[config.mk]
export PLATFORM = sky130hd
export DESIGN_NAME = serial_receiver
export DESIGN_NICKNAME = d
export VERILOG_FILES = /design/src/rtl/serial_rx_pkg.sv /design/src/rtl/rx_fifo.sv /design/src/rtl/serial_receiver.sv
export SDC_FILE = /design/constraint.sdc
export NUM_CORES = 1
export LEC_CHECK = 0
export BUFFER_PORTS_ARGS = -buffer_cell sky130_fd_sc_hd__buf_2
export CAP_MARGIN = 10
export CORE_ASPECT_RATIO = 1.1
export CORE_MARGIN = 2
export CORE_UTILIZATION = 36
export DETAILED_ROUTE_END_ITERATION = 10
export GPL_TIMING_DRIVEN = 0
export PLACE_DENSITY = 0.5
export SETUP_SLACK_MARGIN = 0.1
export SLEW_MARGIN = 20
export SYNTH_ARGS = -nofsm -noshare
export SYNTH_HDL_FRONTEND = slang
export SYNTH_SLANG_ARGS = --single-unit
[constraint.sdc]
create_clock -name Clk -period 4.5 [get_ports Clk]
set_input_delay 0.45 -clock Clk [delete_from_list [all_inputs] [get_ports Clk]]
set_output_delay 0.45 -clock Clk [all_outputs]
set_load 0.02 [all_outputs]
[src/rtl/serial_rx_pkg.sv]
// rtl/serial_rx_pkg.sv - shared types and constants for serial_receiver
package serial_rx_pkg;

  localparam int DEFAULT_DW      = 32;
  localparam int DEFAULT_DEPTH   = 4;
  localparam int DEFAULT_TIMEOUT = 64;

  // Calculator frame packing: result byte at the bottom, flag nibble at [27:24]
  localparam int RESULT_LSB = 0;
  localparam int RESULT_W   = 8;
  localparam int FLAG_LSB   = 24;
  localparam int FLAG_W     = 4;

  // Deserializer FSM state
  typedef logic [0:0] rx_state_t;
  localparam rx_state_t IDLE  = 1'b0;
  localparam rx_state_t SHIFT = 1'b1;

endpackage

[src/rtl/rx_fifo.sv]
// rtl/rx_fifo.sv - synchronous show-ahead frame FIFO with registered occupancy flags
module rx_fifo
  import serial_rx_pkg::*;
#(
  parameter int DW    = DEFAULT_DW,
  parameter int DEPTH = DEFAULT_DEPTH
) (
  input  logic                   Clk,
  input  logic                   Rst,
  input  logic                   Push,
  input  logic [DW-1:0]          PushData,
  input  logic                   Pop,
  output logic [DW-1:0]          HeadData,
  output logic [$clog2(DEPTH):0] Count,
  output logic                   Full,
  output logic                   Empty,
  output logic                   Overflow
);

  localparam int AW = $clog2(DEPTH);
  localparam logic [AW:0] CNT_ONE     = (AW+1)'(1);
  localparam logic [AW:0] CNT_NEARFUL = (AW+1)'(DEPTH - 1);

  logic [DW-1:0] mem [DEPTH];
  logic [AW-1:0] wr_ptr;
  logic [AW-1:0] rd_ptr;
  logic          pop_ok;
  logic          push_ok;

  // A pop frees a slot in the same cycle, so a full FIFO still accepts a simultaneous push
  always_comb begin
    pop_ok  = Pop && !Empty;
    push_ok = Push && (!Full || pop_ok);
  end

  // Storage, pointers, occupancy and the drop pulse all move on the same edge
  always_ff @(posedge Clk) begin
    if (Rst) begin
      for (int i = 0; i < DEPTH; i++) mem[i] <= '0;
      wr_ptr   <= '0;
      rd_ptr   <= '0;
      Count    <= '0;
      Full     <= 1'b0;
      Empty    <= 1'b1;
      Overflow <= 1'b0;
    end else begin
      if (push_ok) begin
        mem[wr_ptr] <= PushData;
        wr_ptr      <= wr_ptr + 1'b1;
      end
      if (pop_ok) rd_ptr <= rd_ptr + 1'b1;
      Overflow <= Push && !push_ok;
      case ({push_ok, pop_ok})
        2'b10: begin
          Count <= Count + 1'b1;
          Empty <= 1'b0;
          Full  <= (Count == CNT_NEARFUL);
        end
        2'b01: begin
          Count <= Count - 1'b1;
          Full  <= 1'b0;
          Empty <= (Count == CNT_ONE);
        end
        default: ;
      endcase
    end
  end

  assign HeadData = mem[rd_ptr];

endmodule

[src/rtl/serial_receiver.sv]
// rtl/serial_receiver.sv - MSB-first deserializer into a show-ahead FIFO; optional mid-frame timeout via SERIAL_RX_TIMEOUT_EN
module serial_receiver
  import serial_rx_pkg::*;
#(
  parameter int DW      = DEFAULT_DW,
  parameter int DEPTH   = DEFAULT_DEPTH,
  parameter int TIMEOUT = DEFAULT_TIMEOUT
) (
  input  logic                   Clk,
  input  logic                   Rst,
  input  logic                   SerIn,
  input  logic                   SerValid,
  input  logic                   RdEn,
  output logic [DW-1:0]          RxData,
  output logic [RESULT_W-1:0]    RxResult,
  output logic [FLAG_W-1:0]      RxFlag,
  output logic                   Empty,
  output logic                   Full,
  output logic [$clog2(DEPTH):0] Count,
  output logic                   RxBusy,
  output logic                   Overflow,
  output logic                   FrameErr
);

  localparam int CW = $clog2(DW + 1);
  localparam logic [CW-1:0] LAST_IDX = CW'(DW - 1);

  rx_state_t     state;
  logic [DW-1:0] shreg;
  logic [DW-1:0] shift_next;
  logic [DW:0]   shift_ext;
  logic [CW-1:0] bit_cnt;
  logic          frame_done;
  logic          unused_msb;

  // The bit shifted out of the top is never needed; the concatenation keeps DW=1 legal
  assign shift_ext  = {shreg, SerIn};
  assign shift_next = shift_ext[DW-1:0];
  assign unused_msb = shift_ext[DW];

  // bit_cnt is 0 in IDLE, so one compare covers both the DW=1 and the SHIFT completion case
  assign frame_done = SerValid && (bit_cnt == LAST_IDX);
  assign RxBusy     = (state == SHIFT);

`ifdef SERIAL_RX_TIMEOUT_EN
  localparam int TW = $clog2(TIMEOUT + 1);
  localparam logic [TW-1:0] TO_LAST = TW'(TIMEOUT - 1);

  logic [TW-1:0] idle_cnt;
  logic          timeout_hit;

  // Abort on the idle cycle that brings the count to TIMEOUT; a valid bit always wins
  assign timeout_hit = (state == SHIFT) && !SerValid && (idle_cnt == TO_LAST);

  // Idle cycle counter and the abort pulse
  always_ff @(posedge Clk) begin
    if (Rst) begin
      idle_cnt <= '0;
      FrameErr <= 1'b0;
    end else begin
      FrameErr <= timeout_hit;
      if (state != SHIFT || SerValid || timeout_hit) idle_cnt <= '0;
      else                                           idle_cnt <= idle_cnt + 1'b1;
    end
  end
`else
  logic unused_timeout;
  assign unused_timeout = ^TIMEOUT;
  assign FrameErr       = 1'b0;
`endif

  // Deserializer FSM: accumulate bits, hand the completed word to the FIFO
  always_ff @(posedge Clk) begin
    if (Rst) begin
      state   <= IDLE;
      shreg   <= '0;
      bit_cnt <= '0;
    end else if (SerValid) begin
      shreg <= shift_next;
      if (frame_done) begin
        bit_cnt <= '0;
        state   <= IDLE;
      end else begin
        bit_cnt <= bit_cnt + 1'b1;
        state   <= SHIFT;
      end
    end
`ifdef SERIAL_RX_TIMEOUT_EN
    else if (timeout_hit) begin
      state   <= IDLE;
      shreg   <= '0;
      bit_cnt <= '0;
    end
`endif
  end

  rx_fifo #(
    .DW    (DW),
    .DEPTH (DEPTH)
  ) u_fifo (
    .Clk      (Clk),
    .Rst      (Rst),
    .Push     (frame_done),
    .PushData (shift_next),
    .Pop      (RdEn),
    .HeadData (RxData),
    .Count    (Count),
    .Full     (Full),
    .Empty    (Empty),
    .Overflow (Overflow)
  );

  assign RxResult = RxData[RESULT_LSB +: RESULT_W];
  assign RxFlag   = RxData[FLAG_LSB +: FLAG_W];

endmodule

==> impl_metrics.csv <==
group,metric,value,unit
clocking,path_clk_slew,0.07,ns
detailed_routing,vias,4767,
global_routing,grt_overflow,0,
synthesis,yosysWarningCount,0,
synthesis,synth_compound_area_share,2.15,%
sta,worst_slew_pin_slew,0.754,ns
synthesis,syn-cell-area,7670,um2
setup_path,critPathMaxFanout,10,
detailed_routing,antenna_left,0,
layout,seqCellArea,4840,um2
synthesis,synthXorXnorAreaFrac,0.685,%
setup_path,cp_top_family,"buffers and inverters",
sta,timing.final.crit_share,64.1,%
sta,slew_headroom,49.8,%
sta,layout_min_cycle_time,2.88,ns
synthesis,ys_ff_latch,178,
sta,timing.setup.tns,0,ns
clocking,cts_resized,0,
global_routing,grt_pass1_vias,5047,
setup_path,slowest_stage,"mux4_2",
power_and_ir_drop,ir_worst_vdd,247,uV
min_path,hold_class,"input pin to flip-flop",
synthesis,post_synth_mux_area_share,13.9,%
power_and_ir_drop,p_per_area,385,nW/um2
detailed_routing,dr.pass1.iters,5,
floorplanning,io_pins,57,
floorplanning,die_x,143,um
place,gp_congestion,0.749,
sta,rsz0062_at_grt,"false",
setup_path,critPathKind,"flip-flop to output pin",
detailed_routing,drt-initial-drc-count,372,
detailed_routing,vias_per_cell,4.98,
clocking,hold_buffers,0,
clocking,post_cts_buffers,0,
layout,final_common_cell,"edfxtp_1",
layout,drive_gt1_share,24.3,%
place,io_buffers,54,
clocking,cts.sinks,178,
synthesis,syn_nets,584,
synthesis,synth_fa_ha_area_share,0.979,%
place,hpwl,12000,um
setup_path,critical_path.most_common_cell,"buf_2",
place,dpl_cell_area,8510,um2
clocking,cts_tree,"yes",
outcome,status,"complete, no violations",
clocking,htreeDepth,4,
floorplanning,dieArea,22500,um2
sta,hold_violations,0,
power_and_ir_drop,p_leak,3.26,nW
layout,diodes,0,
setup_path,crit_path_end_kind,"output pin",
layout,multi_input_area,2560,um2
clocking,clock_latency,0.43,ns
detailed_routing,drc_errors,0,
global_routing,grt_pass1_wl,28500,um
layout,nets,665,
place,place_inst,925,
setup_path,crit_required,4.05,ns
detailed_routing,routed_wl,18100,um
synthesis,synth_top_family_by_area,"simple AND/OR/NAND/NOR gates",
run,drv_cap,0,
global_routing,grt_use_total,17.1,%
global_routing,grt_antenna_before_repair,0,
sta,setup-violations-final,0,
setup_path,crit_path_start_kind,"flip-flop",
synthesis,netlist_instances,573,
setup_path,cpPeakStageDelay,0.61,ns
setup_path,crit_chain,"clkbuf_1 > buf_2 > mux4_2 > buf_4 > buf_2",
sta,clock_skew,0.0102,ns
sta,fmax,347,MHz
global_routing,grt_max_degree,23,
setup_path,cp_num_buf_inv,4,
floorplanning,initial_utilization,36.4,%
synthesis,avgSynthCellArea,13.4,um2
clocking,root_buffer,"clkbuf_16",
synthesis,yosys.area_share.simple,15.1,%
sta,final_max_slew_viol_count,0,
layout,area_growth,18.7,%
floorplanning,die_h,157,um
clocking,cts_buffers,17,
clocking,cts_buffer_depth,2,
layout,finalInstanceArea,9100,um2
synthesis,ys_types,41,
layout,fillers,1955,
layout,layout_common_cells,"128 x edfxtp_1, 63 x buf_2, 60 x nor3_1",
setup_path,critical_path_arrival,2.43,ns
synthesis,ys_seq_area_share,63.2,%
floorplanning,core.rowCount,56,
layout,finalNonFillerCells,957,
layout,utilization,43.2,%
floorplanning,core,21100,um2
detailed_routing,wl_per_cell,18.9,um
[report_power, final]
part	switching (mW)	leakage [nW]	internal, mW
Combinational	0.105	1.34	0.0658
Sequential	0.0159	1.63	1.81
Clock	0.678	0.283	0.834
Total	0.799	3.26	2.71
[flip-flops by register name (all words and copies together) (netlist names), named ones only]
register and flops:
RxBusy 1, bit_cnt 6, shreg 31, u_fifo.Count 3
u_fifo.Empty 1, u_fifo.Full 1, u_fifo.Overflow 1, u_fifo.mem 128
u_fifo.rd_ptr 2, u_fifo.wr_ptr 2
[per-layer routing]
layer | track usage [%] | vias up | wire length (um)
li1 | - | 2265 | -
met1 | 21.8 | 2394 | 8120
met2 | 29.7 | 91 | 9180
met3 | 2.56 | 17 | 575
met4 | 5.66 | 0 | 247
met5 | 0 | - | 0
[worst reg2reg max path, cell delays in order, from the launching register on]
cell	delay, ns
dfxtp_1	0.42
ha_1	0.24
nor2b_1	0.29
o211ai_2	0.33
buf_2	0.34
o31ai_4	0.54
buf_6	0.24
buf_6	0.18
[area by class of cell]
| class | count | share of cell area, % |
|---|---|---|
| repair buffers | 62 | 4.81 |
| well taps | 290 | 3.99 |
| flip-flops and latches | 178 | 53.2 |
| clock inverters | 15 | 1.87 |
| multi-input cells | 332 | 28.1 |
| inverters | 7 | 0.289 |
| plain buffers | 56 | 3.04 |
| clock buffers | 17 | 4.67 |
[final timing paths]
check,start,end,slack (ns),cells past startpoint
worst max-delay path,flip-flop,RxResult[5],1.62,5
worst min-delay path,SerIn,shreg[0],0.29,3
worst max register to register,bit_cnt[0],u_fifo.mem[0][16],1.63,7
worst min register to register,RxBusy,RxBusy,0.47,2
[through the flow]
stage	setup WS, ns	power [mW]	hold slack (ns)
after floorplan	0.380	1.96	0.476
after global placement	-2.31	2.02	0.465
after detailed placement	1.58	2.04	0.466
after CTS	1.55	3.54	0.275
after global routing	1.44	3.61	0.336
final	1.62	3.51	0.285
[synth_stat cells]
cell type,count,share of area [%]
and2_1,27,2.2
a22oi_1,1,0.098
edfxtp_1,128,50
or3_1,1,0.082
nand2b_1,5,0.41
o211ai_1,2,0.20
and3b_1,1,0.11
nand4_4,1,0.28
dfxtp_1,50,13
buf_2,9,0.59
a211oi_1,2,0.20
mux2i_1,32,4.2
nor4_1,5,0.41
clkbuf_2,5,0.33
nand3b_1,1,0.098
inv_1,7,0.34
conb_1,1,0.049
o2111ai_1,2,0.23
xnor2_1,1,0.11
a21oi_1,5,0.33
nor3_1,60,3.9
nand4_1,2,0.16
a2111oi_4,1,0.36
mux4_2,32,9.4
nor2_1,56,2.7
nor2b_1,4,0.33
o21bai_1,1,0.098
buf_1,2,0.098
xor2_1,5,0.57
mux2_2,2,0.29
clkbuf_1,27,1.3
and3_1,27,2.2
nand3_1,2,0.13
ha_1,6,0.98
o21ai_0,6,0.39
and4_1,2,0.23
nand2_1,36,1.8
or2_2,1,0.082
o211ai_2,1,0.16
buf_4,13,1.3
o31ai_1,1,0.098
[cells by family (layout without fill, tap and decap cells)]
| group | Yosys count | after routing |
|---|---|---|
| XOR/XNOR | 6 | 6 |
| buffers and inverters | 63 | 157 |
| other | 1 | 1 |
| multiplexers | 66 | 66 |
| adder cells (fa/ha/maj) | 6 | 6 |
| flip-flops | 178 | 178 |
| AND/OR/NAND/NOR | 231 | 231 |
| AO/OA/AOI/OAI | 22 | 22 |
Power figures use the tool's default switching activity.
